**src/rtl/c3lib_ckmux4_sel_ctl_if.sv**
```systemverilog
// rtl/c3lib_ckmux4_sel_ctl_if.sv - select request handshake for the clock mux select sequencer
interface c3lib_ckmux4_sel_ctl_if;
    logic       req_vld;
    logic [1:0] req_sel;
    logic       req_rdy;

    modport master (output req_vld, output req_sel, input req_rdy);
    modport slave  (input req_vld, input req_sel, output req_rdy);
endinterface

```
**src/rtl/c3lib_ckmux4_sel_ctl.sv**
```systemverilog
// rtl/c3lib_ckmux4_sel_ctl.sv - glitch-free select sequencer for the c3lib 4-to-1 clock mux
// Optional test override ports enabled by C3LIB_CKMUX_SEL_TST_EN.
module c3lib_ckmux4_sel_ctl #(
    parameter int DRAIN_CYC  = 4,
    parameter int SETTLE_CYC = 4
) (
    input  logic clk,
    input  logic rst,
`ifdef C3LIB_CKMUX_SEL_TST_EN
    input  logic tst_override,
    input  logic tst_s0,
    input  logic tst_s1,
`endif
    c3lib_ckmux4_sel_ctl_if.slave req,
    output logic s0,
    output logic s1,
    output logic ck_gate_en,
    output logic done_pls,
    output logic busy
);
    localparam int MAX_CYC = (DRAIN_CYC > SETTLE_CYC) ? DRAIN_CYC : SETTLE_CYC;
    localparam int CW      = $clog2(MAX_CYC + 1);
    localparam logic [CW-1:0] DRAIN_LD  = CW'(DRAIN_CYC - 1);
    localparam logic [CW-1:0] SETTLE_LD = CW'(SETTLE_CYC - 1);

    typedef enum logic [1:0] {IDLE, DRAIN, SETTLE, DONE} state_t;

    state_t        state, state_nxt;
    logic [CW-1:0] cnt, cnt_nxt;
    logic [1:0]    sel_q, sel_nxt;
    logic [1:0]    tgt_q, tgt_nxt;
    logic          gate_q, gate_nxt;
    logic          done_q, done_nxt;
    logic          busy_q, busy_nxt;
    logic          rdy_q, rdy_nxt;
    logic          hold;

`ifdef C3LIB_CKMUX_SEL_TST_EN
    assign hold = tst_override;
`else
    assign hold = 1'b0;
`endif

    always_ff @(posedge clk) begin
        if (rst) begin
            state  <= SETTLE;
            cnt    <= SETTLE_LD;
            sel_q  <= 2'b00;
            tgt_q  <= 2'b00;
            gate_q <= 1'b0;
            done_q <= 1'b0;
            busy_q <= 1'b1;
            rdy_q  <= 1'b0;
        end else if (!hold) begin
            state  <= state_nxt;
            cnt    <= cnt_nxt;
            sel_q  <= sel_nxt;
            tgt_q  <= tgt_nxt;
            gate_q <= gate_nxt;
            done_q <= done_nxt;
            busy_q <= busy_nxt;
            rdy_q  <= rdy_nxt;
        end
    end

    always_comb begin
        state_nxt = state;
        cnt_nxt   = cnt;
        sel_nxt   = sel_q;
        tgt_nxt   = tgt_q;
        gate_nxt  = gate_q;
        done_nxt  = 1'b0;
        case (state)
            IDLE: begin
                if (req.req_vld && rdy_q) begin
                    tgt_nxt = req.req_sel;
                    if (req.req_sel != sel_q) begin
                        state_nxt = DRAIN;
                        cnt_nxt   = DRAIN_LD;
                        gate_nxt  = 1'b0;
                    end else begin
                        state_nxt = DONE;
                        done_nxt  = 1'b1;
                    end
                end
            end
            DRAIN: begin
                // select may only move while the gate has been off for the full drain window
                if (cnt == '0) begin
                    sel_nxt   = tgt_q;
                    cnt_nxt   = SETTLE_LD;
                    state_nxt = SETTLE;
                end else begin
                    cnt_nxt = cnt - 1'b1;
                end
            end
            SETTLE: begin
                if (cnt == '0) begin
                    gate_nxt  = 1'b1;
                    done_nxt  = 1'b1;
                    state_nxt = IDLE;
                end else begin
                    cnt_nxt = cnt - 1'b1;
                end
            end
            DONE:    state_nxt = IDLE;
            default: state_nxt = IDLE;
        endcase
        busy_nxt = (state_nxt != IDLE);
        rdy_nxt  = (state_nxt == IDLE);
    end

`ifdef C3LIB_CKMUX_SEL_TST_EN
    assign s0          = tst_override ? tst_s0 : sel_q[0];
    assign s1          = tst_override ? tst_s1 : sel_q[1];
    assign ck_gate_en  = tst_override | gate_q;
    assign req.req_rdy = ~tst_override & rdy_q;
`else
    assign s0          = sel_q[0];
    assign s1          = sel_q[1];
    assign ck_gate_en  = gate_q;
    assign req.req_rdy = rdy_q;
`endif
    assign done_pls = done_q;
    assign busy     = busy_q;
endmodule

```
**src/flat_wrapper.sv**
```systemverilog
// flat-port wrapper written by rule: the top's interface ports become plain ports
module c3lib_ckmux4_sel_ctl_flat 
#(
    parameter int DRAIN_CYC  = 4,
    parameter int SETTLE_CYC = 4
)
  (clk, rst, s0, s1, ck_gate_en, done_pls, busy, req_req_vld, req_req_sel, req_req_rdy);
  c3lib_ckmux4_sel_ctl_if req_i ();
  input  logic clk;
  input  logic rst;
  output logic s0;
  output logic s1;
  output logic ck_gate_en;
  output logic done_pls;
  output logic busy;
  input wire logic [$bits(req_i.req_vld)-1:0] req_req_vld;
  input wire logic [$bits(req_i.req_sel)-1:0] req_req_sel;
  output wire logic [$bits(req_i.req_rdy)-1:0] req_req_rdy;
  assign req_i.req_vld = req_req_vld;
  assign req_i.req_sel = req_req_sel;
  assign req_req_rdy = req_i.req_rdy;
  c3lib_ckmux4_sel_ctl #(.DRAIN_CYC(DRAIN_CYC), .SETTLE_CYC(SETTLE_CYC)) u_core (.clk(clk), .rst(rst), .req(req_i), .s0(s0), .s1(s1), .ck_gate_en(ck_gate_en), .done_pls(done_pls), .busy(busy));
endmodule
```
**config.mk**
```make
export PLATFORM = sky130hd
export DESIGN_NAME = c3lib_ckmux4_sel_ctl_flat
export DESIGN_NICKNAME = d
export VERILOG_FILES = /design/src/rtl/c3lib_ckmux4_sel_ctl_if.sv /design/src/rtl/c3lib_ckmux4_sel_ctl.sv /design/src/flat_wrapper.sv
export SDC_FILE = /design/constraint.sdc
export NUM_CORES = 1
export LEC_CHECK = 0
export ABC_AREA = 1
export CAP_MARGIN = 30
export CORE_AREA = 2 2 42 44
export DETAILED_ROUTE_END_ITERATION = 12
export DIE_AREA = 0 0 44 46
export PLACE_DENSITY = 0.7
export SLEW_MARGIN = 20
export SYNTH_ARGS = -nofsm -noshare
export SYNTH_HDL_FRONTEND = slang
export SYNTH_SLANG_ARGS = --single-unit
```
**constraint.sdc**
```tcl
create_clock -name clk -period 1.6 [get_ports clk]
set_input_delay 0.32 -clock clk [delete_from_list [all_inputs] [get_ports clk]]
set_output_delay 0.32 -clock clk [all_outputs]
set_load 0.01 [all_outputs]
```
==> results of run 1 <==
==> final cells by class <==
cell class	count	area (um2)	share of cell area
multi-input combinational	68	407	0.446
sequential	13	260	0.285
timing repair buffer	13	123	0.134
inverter	20	75.1	0.0823
clock buffer	4	26.3	0.0288
tap	17	21.3	0.0233
==> worst min-delay path: stages, from the launching register on <==
cell     delay (ns)
dfxtp_1        0.31
nand2_1        0.06
a21oi_1        0.05
==> Yosys cell counts, drive strengths merged <==
library cell,instances
o211ai,3
o21ai,4
dfxtp,13
nor2b,1
inv,20
nand3,11
o22ai,1
nor3,1
buf,1
nand4,6
nor2,6
nand2,24
ha,5
a21oi,6
==> per-layer routing <==
layer,routed length (um),up-vias,part of all wire
met3,66,7,0.042
met4,47,0,0.030
met2,726,21,0.46
li1,-,362,-
met1,734,314,0.47
met5,0,-,0
==> path summary, 6_finish.rpt <==
kind | to | startpoint | cells past startpoint
worst max-delay path | s1 | u_core.sel_q[1] | 1
worst min-delay path | u_core.ck_gate_en | u_core.ck_gate_en | 2
worst min register to register | u_core.ck_gate_en | u_core.ck_gate_en | 2
worst max register to register | u_core.busy | u_core.state[0] | 6
==> stage by stage <==
step | power (mW) | std cells | util
2_1_floorplan | 1.05 | 102 | -
3_3_place_gp | 1.20 | 131 | 0.547
3_5_place_dp | 1.21 | 131 | 0.547
4_1_cts | 1.42 | 135 | 0.564
5_1_grt | 1.56 | 135 | 0.565
6_report | 1.43 | 135 | 0.565
==> logic make-up (layout without fill, tap and decap cells) <==
family / Yosys count / count (layout) / share of synthesized area
DFF: 13 / 13 / 0.347
adders and majority gates: 5 / 5 / 0.0833
buffers and inverters: 21 / 37 / 0.115
and+or+nand+nor: 49 / 49 / 0.345
AOI/OAI and AO/OA: 14 / 14 / 0.110
==> registers in the layout, summed over array words and instances, names as in the netlist <==
signal and flops:
u_core.tgt_q 2, u_core.cnt 3, u_core.req.req_rdy 1, u_core.ck_gate_en 1, u_core.busy 1, u_core.sel_q 2, u_core.done_pls 1, u_core.state 2
==> power groups by stage <==
stage	registers, mW	clock network (mW)	logic (mW)
final	0.440	0.209	0.776
after global routing	0.444	0.227	0.888
after CTS	0.439	0.217	0.767
after detailed placement	0.446	0	0.765
after global placement	0.444	0	0.754
after floorplan	0.446	0	0.606
==> impl_metrics.tcl, run 1 <==
set metrics [dict create \
    cp.required_ns 1.28 \
    grt_use_met2 0.276 \
    clock_power_share 0.147 \
    area_growth_pct 21.5 \
    synth_top_area_frac 0.347 \
    hpwl_um 1220 \
    dieArea_um2 2020 \
    crit_slowest_cell "clkdlybuf4s50_1" \
    antenna_found_initial 0 \
    core_um2 1610 \
    die_height_um 46 \
    hold_path.class "flip-flop to flip-flop" \
    clockRootBuffer "clkbuf_4" \
    grt_use_total 0.179 \
    nFillCells 149 \
    status "completed" \
    seqPwrFrac 0.309 \
    dp_slack_ns 0.0755 \
    drc_errors 0 \
    post-route-cell-area_um2 912 \
    cts_buffer_depth 2 \
    yosysWarnings 0 \
    grt_busiest_layer "met2" \
    ff2ff_setup_slack_ns 0.13 \
    die-width_um 44 \
    n_antenna_cell 0 \
    cts.reportedPaths.clkPinSlew_ns 0.08 \
    switching_share 0.431 \
    cts_tree "done" \
    core.rowCount 15 \
    synthesis.nets 112 \
    critPathMaxFanout 3 \
    setup_tns_ns 0 \
    cts_made_buffers 3 \
    cp-end-kind "primary output" \
    cts_resized 0 \
    synth_cell_types 21 \
    via_per_inst 5.21 \
    routedWlPerCell_um 11.7 \
    gp_congestion 0.808 \
    clock_sinks 13 \
    period_share 0.946 \
    critPathTopFamily "buffers and inverters" \
    cap_violations 0 \
    worstMarginPinSlew_ns 0.264 \
    synth_area_leader_cell "dfxtp_1" \
    p_sw_mw 0.615 \
    report.final.slew_viol_count 0 \
    most-common-layout-cells "inv_1 (19), nand2_1 (19), dfxtp_1 (13)" \
    dr.first_iter.drc_count 23 \
    p_int_mw 0.811 \
    arrival_ns 1.19 \
    drt-total-wl_um 1570 \
    clk_latency_ns 0.28 \
    setup_ws_ns 0.0858 \
    share_comb_of_total_power 0.544 \
    netlist_area_um2 751 \
    vias 704 \
    start_util 0.465 \
    rsz0062_at_grt "no" \
    hold_viol_final 0 \
    ioPinCount 11 \
    slew_headroom 0.824 \
    placed_area_um2 883 \
    peakVddDrop_mv 0.806 \
    critPathLaunchType "flip-flop" \
    whs_ns 0.464 \
    p_leak_nw 0.419 \
    syn_inst 102 \
    cts_setup_buffers 0 \
    skew_ns 0.00480 \
    crit_type "flip-flop to primary output" \
    io_buffers 10 \
    syn_avg_cell_area_um2 7.36 \
    synthTopCellsByArea "dfxtp_1 (35%), inv_1 (9.5%), nand2_1 (9.5%), ha_1 (8.3%), nand3_1 (6.0%)" \
    grt_pass1_vias 655 \
    cts_htree_levels 1 \
    ys_ff_latch 13 \
    gr-total-overflow 0 \
    layout-drive-gt1-share 0.161 \
    ctsHoldBuffers 0 \
    yosysSeqAreaShare 0.347 \
    grt_use_met3 0.0357 \
    path_buf_inv 1 \
    met1_usage 0.222 \
    cp_cell_sequence "clkdlybuf4s50_1" \
    max_freq_mhz 660 \
    grt_first_pass_wirelength_um 2640 \
    period_minus_slack_ns 1.51 \
    setup_violations 0 \
    first_pass_iters 4 \
    grt_max_degree 10 \
    final_antenna_net_count 0 \
    p_per_area_nw_per_um2 1560 \
    cp_slowest_stage_delay_ns 0.54 \
    finalNetCount 129 \
]
Power figures use the tool's default switching activity.
==> run 2, diff against run 1 <==
REMOVE_ABC_BUFFERS = 1   (was default)
==> run 2 against run 1 <==
Effect of this change:
- critical endpoint unchanged
- clock skew up 0.0011 ns
- highest routed layer unchanged
- combinational power grew 2%
- non-clock buffer count stayed put
- via count decreased by 0.57%
==> impl_metrics.tcl, run 2 (same netlist as run 1, synthesis figures left out) <==
set metrics [dict create \
    setup_tns_ns 0 \
    arrival_ns 1.19 \
    drt-total-wl_um 1580 \
    drc_errors 0 \
    multi_input_area_um2 407 \
    path_buf_inv 1 \
    via_per_inst 5.19 \
    worstSetupPathDepth 1 \
    hpwl_um 1230 \
    slew_headroom 0.832 \
    area_growth_pct 21.5 \
    cts_tree "done" \
    period_share 0.944 \
    cts_setup_buffers 0 \
    cts_resized 0 \
    grt_first_pass_wirelength_um 2560 \
    vias 700 \
    status "completed" \
    crit_slowest_cell "clkdlybuf4s50_1" \
    ctsHoldBuffers 0 \
    critPathLaunchType "flip-flop" \
    hold_viol_final 0 \
    ff2ff_setup_slack_ns 0.13 \
    cap_violations 0 \
    peakVddDrop_mv 1.01 \
    dr.first_iter.drc_count 14 \
    die_height_um 46 \
    core_um2 1610 \
    largest_register_ffs 3 \
    grt_max_degree 10 \
    critPathMaxFanout 3 \
    seqPwrFrac 0.305 \
    nFillCells 141 \
    crit-reg2reg-launch "u_core.state[0]" \
    routedWlPerCell_um 11.7 \
    p_int_mw 0.812 \
    top_register "u_core.cnt" \
    period_minus_slack_ns 1.51 \
    post-route-cell-area_um2 912 \
    dieArea_um2 2020 \
    report.final.slew_viol_count 0 \
    antenna_found_initial 0 \
    p_per_area_nw_per_um2 1580 \
    core.rowCount 15 \
    grt_use_total 0.177 \
    clock_power_share 0.143 \
    cts_htree_levels 1 \
    grt_pass1_vias 619 \
    n_antenna_cell 0 \
    cp_cell_sequence "clkdlybuf4s50_1" \
    start_util 0.465 \
    clockRootBuffer "clkbuf_4" \
    finalNetCount 129 \
    skew_ns 0.00589 \
    r2r-end "u_core.busy" \
    io_buffers 10 \
    gr-total-overflow 0 \
    placed_area_um2 883 \
    finalPower_mw 1.44 \
    p_sw_mw 0.627 \
    ioPinCount 11 \
    regArea_um2 260 \
    clk_latency_ns 0.28 \
    critPathTopFamily "buffers and inverters" \
    cts.reportedPaths.clkPinSlew_ns 0.08 \
    gp_congestion 0.808 \
    hold_path.class "flip-flop to flip-flop" \
    switching_share 0.436 \
    share_comb_of_total_power 0.552 \
    cp_slowest_stage_delay_ns 0.54 \
    final_antenna_net_count 0 \
    crit_type "flip-flop to primary output" \
    clock_sinks 13 \
    cts_buffer_depth 2 \
    startpoint "u_core.sel_q[1]" \
    die-width_um 44 \
    p_leak_nw 0.419 \
    setup_violations 0 \
    r2r_cells 6 \
    most-common-layout-cells "inv_1 (19), nand2_1 (19), dfxtp_1 (13)" \
    worstMarginPinSlew_ns 0.253 \
    cts_made_buffers 3 \
    cp-end-kind "primary output" \
    first_pass_iters 4 \
    max_freq_mhz 662 \
    cp.required_ns 1.28 \
    endpoint "s1" \
    layout-drive-gt1-share 0.161 \
    rsz0062_at_grt "no" \
]
==> run 2: cell counts in the layout (fill, tap and decap cells not counted) <==
No cell type changed its count.
==> run 2: area by class of cell <==
cell class | instances | share of cell area
Multi-Input combinational cell | 68 | 0.446
Sequential cell | 13 | 0.285
Timing Repair Buffer | 13 | 0.134
Inverter | 20 | 0.0823
Clock buffer | 4 | 0.0288
Tap cell | 17 | 0.0233
==> run 2: worst register-to-register path, stage by stage, from the launching register on <==
cell,delay [ns]
dfxtp_1,0.38
inv_1,0.10
ha_1,0.25
nor2_2,0.20
nor3_1,0.08
o22ai_1,0.21
nand4_1,0.13
==> run 2: through the flow <==
| step | hold slack [ns] | std cells | util | setup WS (ns) |
|---|---|---|---|---|
| floorplan | 0.389 | 101 | - | 0.276 |
| global placement | 0.445 | 131 | 0.547 | 0.0777 |
| detailed placement | 0.453 | 131 | 0.547 | 0.0555 |
| CTS | 0.465 | 135 | 0.564 | 0.0308 |
| global route | 0.495 | 135 | 0.565 | 0.0215 |
| finish | 0.469 | 135 | 0.565 | 0.0896 |
==> run 2: how the worst min path moves through the flow <==
stage | start | to | slack, ns | depth (start not counted)
floorplan | rst | u_core.ck_gate_en | 0.39 | 1
global placement | u_core.ck_gate_en | u_core.ck_gate_en | 0.45 | 2
detailed placement | u_core.tgt_q[1] | u_core.tgt_q[1] | 0.45 | 2
CTS | u_core.tgt_q[1] | u_core.tgt_q[1] | 0.47 | 2
global route | u_core.tgt_q[1] | u_core.tgt_q[1] | 0.50 | 2
finish | u_core.tgt_q[1] | u_core.tgt_q[1] | 0.47 | 2
==> run 2: per-layer routing <==
metal,GRT usage,wire [um],up-vias
met3,0.0476,76,2
met1,0.207,741,313
met4,0.103,22,0
met2,0.291,734,19
li1,-,-,366
met5,0,0,-
==> run 2: power by group through the flow <==
stage	registers (mW)	clock network [mW]	logic (mW)
finish	0.439	0.206	0.794
detailed placement	0.446	0	0.775
CTS	0.438	0.210	0.782
global route	0.446	0.232	0.893
floorplan	0.446	0	0.584
global placement	0.444	0	0.754
==> run 3, diff against run 2 <==
SETUP_SLACK_MARGIN = 0.05   (was default)
==> run 3 against run 2 <==
Effect of this change:
- sequential power about the same
- register-to-register slack improved by 0.04 ns
- hold slack got worse by 0.0061 ns
- clock skew decreased by 0.0030 ns
- via count decreased by 0.29%
- critical path depth unchanged
- total power increased by 2.7%
- largest cell class unchanged
- highest routed layer unchanged
==> impl_metrics.tcl, run 3 (same netlist as run 1, synthesis figures left out) <==
set metrics [dict create \
    status "completed" \
    worstMarginPinSlew_ns 0.251 \
    final_antenna_net_count 0 \
    min_delay_path_depth 2 \
    die-width_um 44 \
    r2r-end "u_core.cnt[1]" \
    ioPinCount 11 \
    setup_tns_ns 0 \
    gp_congestion 0.808 \
    setup_ws_ns 0.0914 \
    dieArea_um2 2020 \
    path_buf_inv 1 \
    antenna_found_initial 0 \
    skew_ns 0.00288 \
    clock_sinks 13 \
    cp.required_ns 1.28 \
    r2r_cells 8 \
    setup_violations 0 \
    clockRootBuffer "clkbuf_4" \
    rsz0062_at_grt "no" \
    post-route-cell-area_um2 928 \
    placed_area_um2 883 \
    cp_cell_sequence "clkdlybuf4s50_1" \
    dp_slack_ns 0.0555 \
    crit-reg2reg-launch "u_core.state[0]" \
    hold_viol_final 0 \
    via_per_inst 5.17 \
    place_inst 131 \
    cp_slowest_stage_delay_ns 0.55 \
    area_growth_pct 23.7 \
    p_leak_nw 0.424 \
    drc_errors 0 \
    dr.first_iter.drc_count 16 \
    die_height_um 46 \
    cts_htree_levels 1 \
    crit_type "flip-flop to primary output" \
    core.rowCount 15 \
    arrival_ns 1.19 \
    startpoint "u_core.sel_q[1]" \
    cts_resized 1 \
    grt_first_pass_wirelength_um 2560 \
    grt_max_degree 10 \
    period_minus_slack_ns 1.51 \
    peakVddDrop_mv 0.998 \
    slew_headroom 0.832 \
    clk_latency_ns 0.27 \
    cp-end-kind "primary output" \
    finalPower_mw 1.48 \
    critPathLaunchType "flip-flop" \
    cts_made_buffers 3 \
    hpwl_um 1230 \
    cts.reportedPaths.clkPinSlew_ns 0.08 \
    max_freq_mhz 663 \
    routedWlPerCell_um 11.9 \
    instances_no_fill 135 \
    most-common-layout-cells "inv_1 (19), nand2_1 (19), dfxtp_1 (13)" \
    gr-total-overflow 0 \
    cap_violations 0 \
    first_pass_iters 4 \
    start_util 0.465 \
    hold_path.class "flip-flop to flip-flop" \
    grt_use_total 0.177 \
    vias 698 \
    core_um2 1610 \
    crit_slowest_cell "clkdlybuf4s50_1" \
    finalNetCount 129 \
    report.final.slew_viol_count 0 \
    p_per_area_nw_per_um2 1590 \
    cts_buffer_depth 2 \
    cts_setup_buffers 0 \
    layout-drive-gt1-share 0.169 \
    largest_register_ffs 3 \
    drt-total-wl_um 1600 \
    hp-start "u_core.tgt_q[1]" \
    ctsHoldBuffers 0 \
    grt_pass1_vias 619 \
    utilization 0.575 \
    period_share 0.943 \
    ff2ff_setup_slack_ns 0.17 \
    critPathMaxFanout 3 \
    n_antenna_cell 0 \
    top_register "u_core.cnt" \
    whs_ns 0.463 \
    io_buffers 10 \
    critPathTopFamily "buffers and inverters" \
    cts_tree "done" \
    hold_end "u_core.tgt_q[1]" \
]
-- run 3: cell counts in the layout (fill, tap and decap cells not counted) --
No cell type changed its count.
-- run 3: metal layers --
layer | GRT usage | vias to the layer above | share of wire
met5 | 0 | - | 0
met4 | 0.103 | 0 | 0.020
met3 | 0.0476 | 4 | 0.054
met2 | 0.291 | 20 | 0.48
met1 | 0.207 | 312 | 0.44
li1 | - | 362 | -
-- run 3: worst max-delay path by stage --
stage,end,slack (ns),depth (start not counted)
2_1_floorplan,u_core.req.req_rdy,0.28,7
3_3_place_gp,u_core.busy,0.08,5
3_5_place_dp,u_core.busy,0.06,5
4_1_cts,s1,0.09,1
5_1_grt,s1,0.05,1
6_report,s1,0.09,1
-- run 3: power by group --
group	internal, mW	switching [mW]	total [mW]
Combinational	0.351	0.484	0.835
Sequential	0.395	0.0453	0.440
Clock	0.0966	0.107	0.203
-- run 3: layout make-up --
cell class                 count  area (um2)
timing repair buffer          13         123
inverter                      20        75.1
fill                         137         686
multi-input combinational     68         423
tap                           17        21.3
sequential                    13         260
clock buffer                   4        26.3
